### config.mk
export PLATFORM = sky130hd
export DESIGN_NAME = sd_spi_arbiter
export DESIGN_NICKNAME = d
export VERILOG_FILES = /design/src/rtl/sd_spi_arbiter.sv
export SDC_FILE = /design/constraint.sdc
export NUM_CORES = 1
export LEC_CHECK = 0
export BUFFER_PORTS_ARGS = -buffer_cell sky130_fd_sc_hd__buf_4
export CORE_AREA = 2 2 86 88
export CTS_CLUSTER_DIAMETER = 200
export DETAILED_ROUTE_END_ITERATION = 12
export DIE_AREA = 0 0 88 90
export PLACE_DENSITY = 0.75
export SYNTH_ARGS = -nofsm -noshare
export SYNTH_HDL_FRONTEND = slang
export SYNTH_SLANG_ARGS = --single-unit
export TNS_END_PERCENT = 30
### constraint.sdc
create_clock -name clk -period 1.6 [get_ports clk]
set_input_delay 0.16 -clock clk [delete_from_list [all_inputs] [get_ports clk]]
set_output_delay 0.16 -clock clk [all_outputs]
set_load 0.02 [all_outputs]
### src/rtl/sd_spi_arbiter.sv
`default_nettype none
// ============================================================================
//  Module      : sd_spi_arbiter
//  Description : Shares one SD SPI command/response shifter and its chip
//                select between three requesters (0 = init, 1 = write,
//                2 = read). One owner at a time; the grant is held until the
//                owner releases, and every release is followed by a
//                chip-select-high gap of GAP_CYCLES SCLK rising edges.
//  Ports       : clk, rst            - clock, synchronous active-high reset
//                rising_edge_sclk    - one-clk pulse per SCLK rising edge
//                req / done          - per-requester request / release pulse
//                cmd_in, load_cmd_in, shift_cmd_in, shift_read_in, cs_in
//                                    - per-requester shifter controls
//                grant               - one-hot registered grant
//                command, load_command, shift_command, shift_read, sd_CS
//                                    - controls of the current owner
//                busy                - arbiter not idle
//                timeout_err         - one-clk pulse on watchdog release
//  Options     : SD_ARB_TIMEOUT_EN   - enables the ownership watchdog
//  Revision    : 1.0 - initial release
// ============================================================================
module sd_spi_arbiter #(
    parameter int CMD_W          = 48,
    parameter int GAP_CYCLES     = 8,
    parameter int TIMEOUT_CYCLES = 4095
) (
    input  logic               clk,
    input  logic               rst,
    input  logic               rising_edge_sclk,
    input  logic [2:0]         req,
    input  logic [2:0]         done,
    input  logic [3*CMD_W-1:0] cmd_in,
    input  logic [2:0]         load_cmd_in,
    input  logic [2:0]         shift_cmd_in,
    input  logic [2:0]         shift_read_in,
    input  logic [2:0]         cs_in,
    output logic [2:0]         grant,
    output logic [CMD_W-1:0]   command,
    output logic               load_command,
    output logic               shift_command,
    output logic               shift_read,
    output logic               sd_CS,
    output logic               busy,
    output logic               timeout_err
);

    typedef enum logic [1:0] {
        ST_IDLE = 2'd0,
        ST_OWN  = 2'd1,
        ST_GAP  = 2'd2
    } state_t;

    localparam logic [7:0] c_gap_last = 8'(GAP_CYCLES - 1);

    state_t     r_state, w_state_nxt;
    logic [2:0] r_grant, w_grant_nxt;
    logic [7:0] r_gap_cnt, w_gap_cnt_nxt;
    // 0: write was served last (read wins a tie), 1: read was served last
    logic       r_rr_last, w_rr_last_nxt;

    logic [2:0] w_req_elig;
    logic [2:0] w_winner;
    logic       w_release;
    logic       w_timeout;
    logic [1:0] w_sel;
    logic       w_owner_active;

    // Owner lets go either by pulsing done or by dropping its request
    assign w_release = (|(done & r_grant)) | ~(|(req & r_grant));

`ifdef SD_ARB_TIMEOUT_EN
    localparam int                c_wd_w    = $clog2(TIMEOUT_CYCLES + 1);
    localparam logic [c_wd_w-1:0] c_wd_last = c_wd_w'(TIMEOUT_CYCLES - 1);

    logic [c_wd_w-1:0] r_wd_cnt, w_wd_cnt_nxt;
    logic [2:0]        r_inelig, w_inelig_nxt;
    logic              r_timeout_err;
    logic              w_owner_strobe;

    assign w_owner_strobe = |((load_cmd_in | shift_cmd_in | shift_read_in) & r_grant);

    // Fires on the SCLK edge that would bring the idle count to TIMEOUT_CYCLES
    assign w_timeout = (r_state == ST_OWN) && !w_release && !w_owner_strobe &&
                       rising_edge_sclk && (r_wd_cnt == c_wd_last);

    // A timed-out requester stays locked out until it drops its request
    assign w_req_elig = req & ~r_inelig;

    always_comb begin
        w_wd_cnt_nxt = r_wd_cnt;
        if ((r_state != ST_OWN) || w_owner_strobe || w_timeout) begin
            w_wd_cnt_nxt = '0;
        end else if (rising_edge_sclk) begin
            w_wd_cnt_nxt = r_wd_cnt + 1'b1;
        end
        w_inelig_nxt = (r_inelig | (w_timeout ? r_grant : 3'b000)) & req;
    end

    always_ff @(posedge clk) begin
        if (rst) begin
            r_wd_cnt      <= '0;
            r_inelig      <= 3'b000;
            r_timeout_err <= 1'b0;
        end else begin
            r_wd_cnt      <= w_wd_cnt_nxt;
            r_inelig      <= w_inelig_nxt;
            r_timeout_err <= w_timeout;
        end
    end

    assign timeout_err = r_timeout_err;
`else
    logic w_unused_cfg;

    assign w_unused_cfg = (TIMEOUT_CYCLES == 0);
    assign w_req_elig   = req;
    assign w_timeout    = 1'b0;
    assign timeout_err  = 1'b0;
`endif

    // Init has absolute priority; write/read alternate on a tie
    always_comb begin
        w_winner = 3'b000;
        if (w_req_elig[0]) begin
            w_winner = 3'b001;
        end else if (w_req_elig[1] && w_req_elig[2]) begin
            w_winner = r_rr_last ? 3'b010 : 3'b100;
        end else if (w_req_elig[1]) begin
            w_winner = 3'b010;
        end else if (w_req_elig[2]) begin
            w_winner = 3'b100;
        end
    end

    always_comb begin
        w_state_nxt   = r_state;
        w_grant_nxt   = r_grant;
        w_gap_cnt_nxt = r_gap_cnt;
        w_rr_last_nxt = r_rr_last;
        case (r_state)
            ST_IDLE: begin
                if (w_winner != 3'b000) begin
                    w_state_nxt = ST_OWN;
                    w_grant_nxt = w_winner;
                    if (w_winner[1]) begin
                        w_rr_last_nxt = 1'b0;
                    end else if (w_winner[2]) begin
                        w_rr_last_nxt = 1'b1;
                    end
                end
            end
            ST_OWN: begin
                if (w_release || w_timeout) begin
                    w_state_nxt   = ST_GAP;
                    w_grant_nxt   = 3'b000;
                    w_gap_cnt_nxt = 8'd0;
                end
            end
            ST_GAP: begin
                if (rising_edge_sclk) begin
                    if (r_gap_cnt == c_gap_last) begin
                        w_state_nxt   = ST_IDLE;
                        w_gap_cnt_nxt = 8'd0;
                    end else begin
                        w_gap_cnt_nxt = r_gap_cnt + 8'd1;
                    end
                end
            end
            default: begin
                w_state_nxt   = ST_IDLE;
                w_grant_nxt   = 3'b000;
                w_gap_cnt_nxt = 8'd0;
            end
        endcase
    end

    always_ff @(posedge clk) begin
        if (rst) begin
            r_state   <= ST_IDLE;
            r_grant   <= 3'b000;
            r_gap_cnt <= 8'd0;
            r_rr_last <= 1'b0;
        end else begin
            r_state   <= w_state_nxt;
            r_grant   <= w_grant_nxt;
            r_gap_cnt <= w_gap_cnt_nxt;
            r_rr_last <= w_rr_last_nxt;
        end
    end

    // Encode the one-hot grant to an index for the output mux
    always_comb begin
        w_sel = 2'd0;
        if (r_grant[1]) begin
            w_sel = 2'd1;
        end
        if (r_grant[2]) begin
            w_sel = 2'd2;
        end
    end

    assign w_owner_active = (r_state == ST_OWN) && (r_grant != 3'b000);

    assign grant         = r_grant;
    assign command       = w_owner_active ? cmd_in[w_sel*CMD_W +: CMD_W] : '0;
    assign load_command  = w_owner_active & load_cmd_in[w_sel];
    assign shift_command = w_owner_active & shift_cmd_in[w_sel];
    assign shift_read    = w_owner_active & shift_read_in[w_sel];
    assign sd_CS         = w_owner_active ? cs_in[w_sel] : 1'b1;
    assign busy          = (r_state != ST_IDLE);

endmodule
`default_nettype wire

==> out/summary.md <==
By count the netlist is led by sky130_fd_sc_hd__nor2_1 (109), sky130_fd_sc_hd__a21oi_1 (61), sky130_fd_sc_hd__mux2i_1 (53), sky130_fd_sc_hd__clkbuf_1 (17), sky130_fd_sc_hd__dfxtp_1 (14). For met3 alone, demand over resource in global routing was 5.05%. The tools report the overall die area as 7920 sq um.

The final reports fail on negative setup slack. The area share of and/or/nand/nor cells after synthesis works out to 28.6%. After the last flow step, the layout net total stands at 726.

Hold timing on the final database bottoms out at a slack of 165 ps. The floorplan step set the die width to 88 microns. Count of final hold-check violations: 0. The average instance in the mapped netlist occupies 6.34 sq um. The remaining global-route overflow was 0. Setup repair after global routing could not meet its margin everywhere.

The flow ran to the end, but the final reports show violations. The launching element type of the critical path was a register. The reg2reg setup slack was -120 ps. The first TritonRoute pass finished after 4 iterations. Routability-driven placement finished with a final weighted congestion of 0.866. The final max-slew violation count was 0. CTS placed an instance of sky130_fd_sc_hd__clkbuf_8 at the clock tree root.

The floorplan has 31 rows. Proportion of register bits with asynchronous set or reset after synthesis: 0%. The time the final worst path needs with I/O delays and setup was 1760 ps; the post-route clock period utilization was 110%. At the later pin of the worst-skew pair, clock insertion delay measures 240 ps. The cell area that synthesis handed to floorplanning was 2060 sq um. In this run the count of I/O pins placed on the die edge is 222. Setup violations remaining at the end of the flow were counted as 58. For this block, the initial DRC count from the detailed router was 86. met2 is the most crowded layer.

By area, the combinational part of the netlist is dominated by simple AND/OR/NAND/NOR gates. The filler cell count is 583, and the total wire length is 9380 microns. The area growth from synthesis to layout is 120%.

The XOR/XNOR share of the synthesized area came out at 0%. The element type at the critical path end is an output port. For the cell total after placement, the log shows 637. For this run, the leading register cell type out of synthesis is sky130_fd_sc_hd__dfxtp_1. In the global route stage, overall resource usage came out at 21.4%. The number of buffers inserted by port buffering was 220; the achievable frequency was 0.568 GHz.

Final routed wire length divided by cell count: 14.3 microns. The proportion of synthesized area in mux cells works out to 26.3%. The worst hold path terminates at r_rr_last$_SDFFE_PP0P_. The count of flip-flops with a built-in enable after synthesis is 0, and the number of instances on the worst hold path is 2.

The number of antenna-violating nets in the routed design is 0. In this run the most critical hold path is launched from req[1]. The finished layout holds 658 standard cells, fillers aside. The worst path required time was 1440 ps. The repair_antennas step left the layout with diodes totalling 0. For the number of antenna violations at the first check in global routing, the log shows 0.

Most frequent cell after synthesis: sky130_fd_sc_hd__nor2_1. In this run the static leakage power is 2.07 nW. Synthesis produced a netlist whose cell count is 325. Dividing total power by cell area gives a power density of 497 nW/um^2. For the total clock buffers created by CTS, the log shows 3. For the final worst clock skew, the log shows 2.89 ps.

The origin of the critical flop-to-flop path is grant[1]$_SDFFE_PP0P_. The max capacitance violation total is 0. The tightest min-delay check is of the primary input to register type.

Counting flops and latches in the post-synthesis netlist gives 14. The top cell type by area accounts for 25.8% of the synthesized area. The netlist uses 41 different library cells. Measured on the finished design, the core utilization comes to 64.6%.

Clock-pin slew was measured on the worst setup and hold paths at 60 ps. The critical path is of the register to output port type. The run gives 3106 as the number of global-route vias before repair. The clock passes through at most 2 buffers. Cells with a size suffix above 1 make up 56.0% of the layout. The synthesized netlist devotes 24.2% of its cell area to compound gates. Yosys attributes the largest share of cell area to sky130_fd_sc_hd__mux2i_1 (26%), sky130_fd_sc_hd__nor2_1 (20%), sky130_fd_sc_hd__a21oi_1 (15%), sky130_fd_sc_hd__dfxtp_1 (14%), sky130_fd_sc_hd__clkbuf_1 (3.1%). The biggest area contributor in the post-synthesis netlist is sky130_fd_sc_hd__mux2i_1.

Of the total synthesized cell area, the portion taken by full adders, half adders and majority gates is 0.608%. The initial core utilization was 29.3%; the proportion of synthesized chip area in sequential cells was 13.6%. The endpoint identified for the worst register-to-register timing path is r_gap_cnt[4]$_SDFFE_PP0P_.

For met2 alone, demand over resource in global routing was 41.0%. Data arrives at the worst endpoint at 1600 ps. For this design, the sink count on the clock tree is 14. For this run, the number of Yosys warnings is 0. TritonCTS built the clock tree. Detailed routing inserted a total of 3225 vias. The worst-case IR drop observed on VDD is 0.264 mV.

The post-synth net total was 491; the global routing usage on met1 was 22.5%. The worst-case setup margin in the final layout is -160 ps. The pin count of the biggest net entering global routing is 63, and the die extent in y is 90 microns.

After layout, the design draws a total of 0.00226 W. Of all nets on the critical path, the largest fanout is 62. The tools report the total number of H-tree levels as 1.

OpenSTA, run right after detailed placement, puts the worst setup slack at -137 ps. Detailed-placement wirelength estimate: 7110 microns. After detailed routing, the number of remaining DRC violations is 0. For the worst flop-to-flop path, the logic depth is 7. The run gives 7020 sq um as the placeable core area. The first global-routing pass estimated 13900 microns of wire. Dividing the detail-routed via count by the number of cells gives 4.90.
==> kinds of logic after synthesis <==
kind of cell	count (synthesis)
flip-flops	14
multiplexers	54
buffers and inverters	31
AND/OR/NAND/NOR	140
adder cells (fa/ha/maj)	1
other	1
AO/OA/AOI/OAI	84
==> metal layers <==
layer	part of all wire, %	vias up
met3	7.6	22
met5	0	-
met1	36	1446
li1	-	1607
met4	2.2	0
met2	54	150
==> metrics by stage <==
stage	TNS [ps]	area, sq um
6_report	-5510	4530
5_1_grt	-10220	4530
4_1_cts	-6050	4360
3_5_place_dp	-466	4020
3_3_place_gp	-120	4020
2_1_floorplan	-2340	2120
==> worst max-delay path, cell delays in order, from the launching register on <==
cell and delay, ps:
sky130_fd_sc_hd__dfxtp_4 360, sky130_fd_sc_hd__buf_8 110, sky130_fd_sc_hd__buf_12 100, sky130_fd_sc_hd__buf_12 230, sky130_fd_sc_hd__mux2i_2 310, sky130_fd_sc_hd__nand2b_4 70, sky130_fd_sc_hd__buf_6 130
==> layout by cell type, fill, tap and decap left out, types with 3 or more instances in the layout <==
cell and n:
sky130_fd_sc_hd__dfxtp_1 10, sky130_fd_sc_hd__nor2b_1 3, sky130_fd_sc_hd__inv_1 3, sky130_fd_sc_hd__mux2i_1 50, sky130_fd_sc_hd__buf_12 9, sky130_fd_sc_hd__nor2_1 85, sky130_fd_sc_hd__nor3_1 3, sky130_fd_sc_hd__buf_6 25
sky130_fd_sc_hd__mux2i_2 3, sky130_fd_sc_hd__a21oi_2 9, sky130_fd_sc_hd__nand2b_1 6, sky130_fd_sc_hd__clkbuf_8 4, sky130_fd_sc_hd__nor2_2 23, sky130_fd_sc_hd__nand2_1 4, sky130_fd_sc_hd__nand3_1 5, sky130_fd_sc_hd__a21oi_1 52
sky130_fd_sc_hd__o21ai_0 4, sky130_fd_sc_hd__buf_4 217, sky130_fd_sc_hd__buf_8 3
==> cell type report <==
type	instances	area (sq um)	share of cell area, %
Timing Repair Buffer	257	2210	48.8
Multi-Input combinational cell	280	1840	40.5
Sequential cell	14	290	6.40
Tap cell	99	124	2.73
Clock buffer	4	55.1	1.21
Inverter	4	15.0	0.331
==> timing repair <==
action / CTS / global route
buffers inserted: 11 / 4
hold buffers: 0 / 0
resized for setup: 43 / 28
endpoints found under the setup margin: 59 / 60
pin swaps: 4 / 5
cloned: 2 / 2
==> state kept, by name, indices dropped and copies added (netlist names) <==
signal and flops:
grant 3, r_state 2, r_rr_last 1, r_gap_cnt 8
==> report_power, final <==
part	total [W]	internal [W]	switching, W
Combinational	0.00151	0.000816	0.000691
Clock	0.000347	0.000218	0.000129
Sequential	0.000400	0.000372	0.0000283
Total	0.00226	0.00141	0.000849
==> worst max path at each step <==
| stage | startpoint | end | slack, ps |
|---|---|---|---|
| 2_1_floorplan | grant[1]$_SDFFE_PP0P_ | r_gap_cnt[7]$_SDFFE_PP0P_ | -100 |
| 3_3_place_gp | r_gap_cnt[0]$_SDFFE_PP0P_ | r_gap_cnt[7]$_SDFFE_PP0P_ | -100 |
| 3_5_place_dp | r_gap_cnt[0]$_SDFFE_PP0P_ | r_gap_cnt[7]$_SDFFE_PP0P_ | -140 |
| 4_1_cts | grant[1]$_SDFFE_PP0P_ | command[25] | -140 |
| 5_1_grt | grant[1]$_SDFFE_PP0P_ | command[25] | -220 |
| 6_report | grant[2]$_SDFFE_PP0P_ | sd_CS | -160 |
No activity file was read; power rests on OpenSTA's default activity.
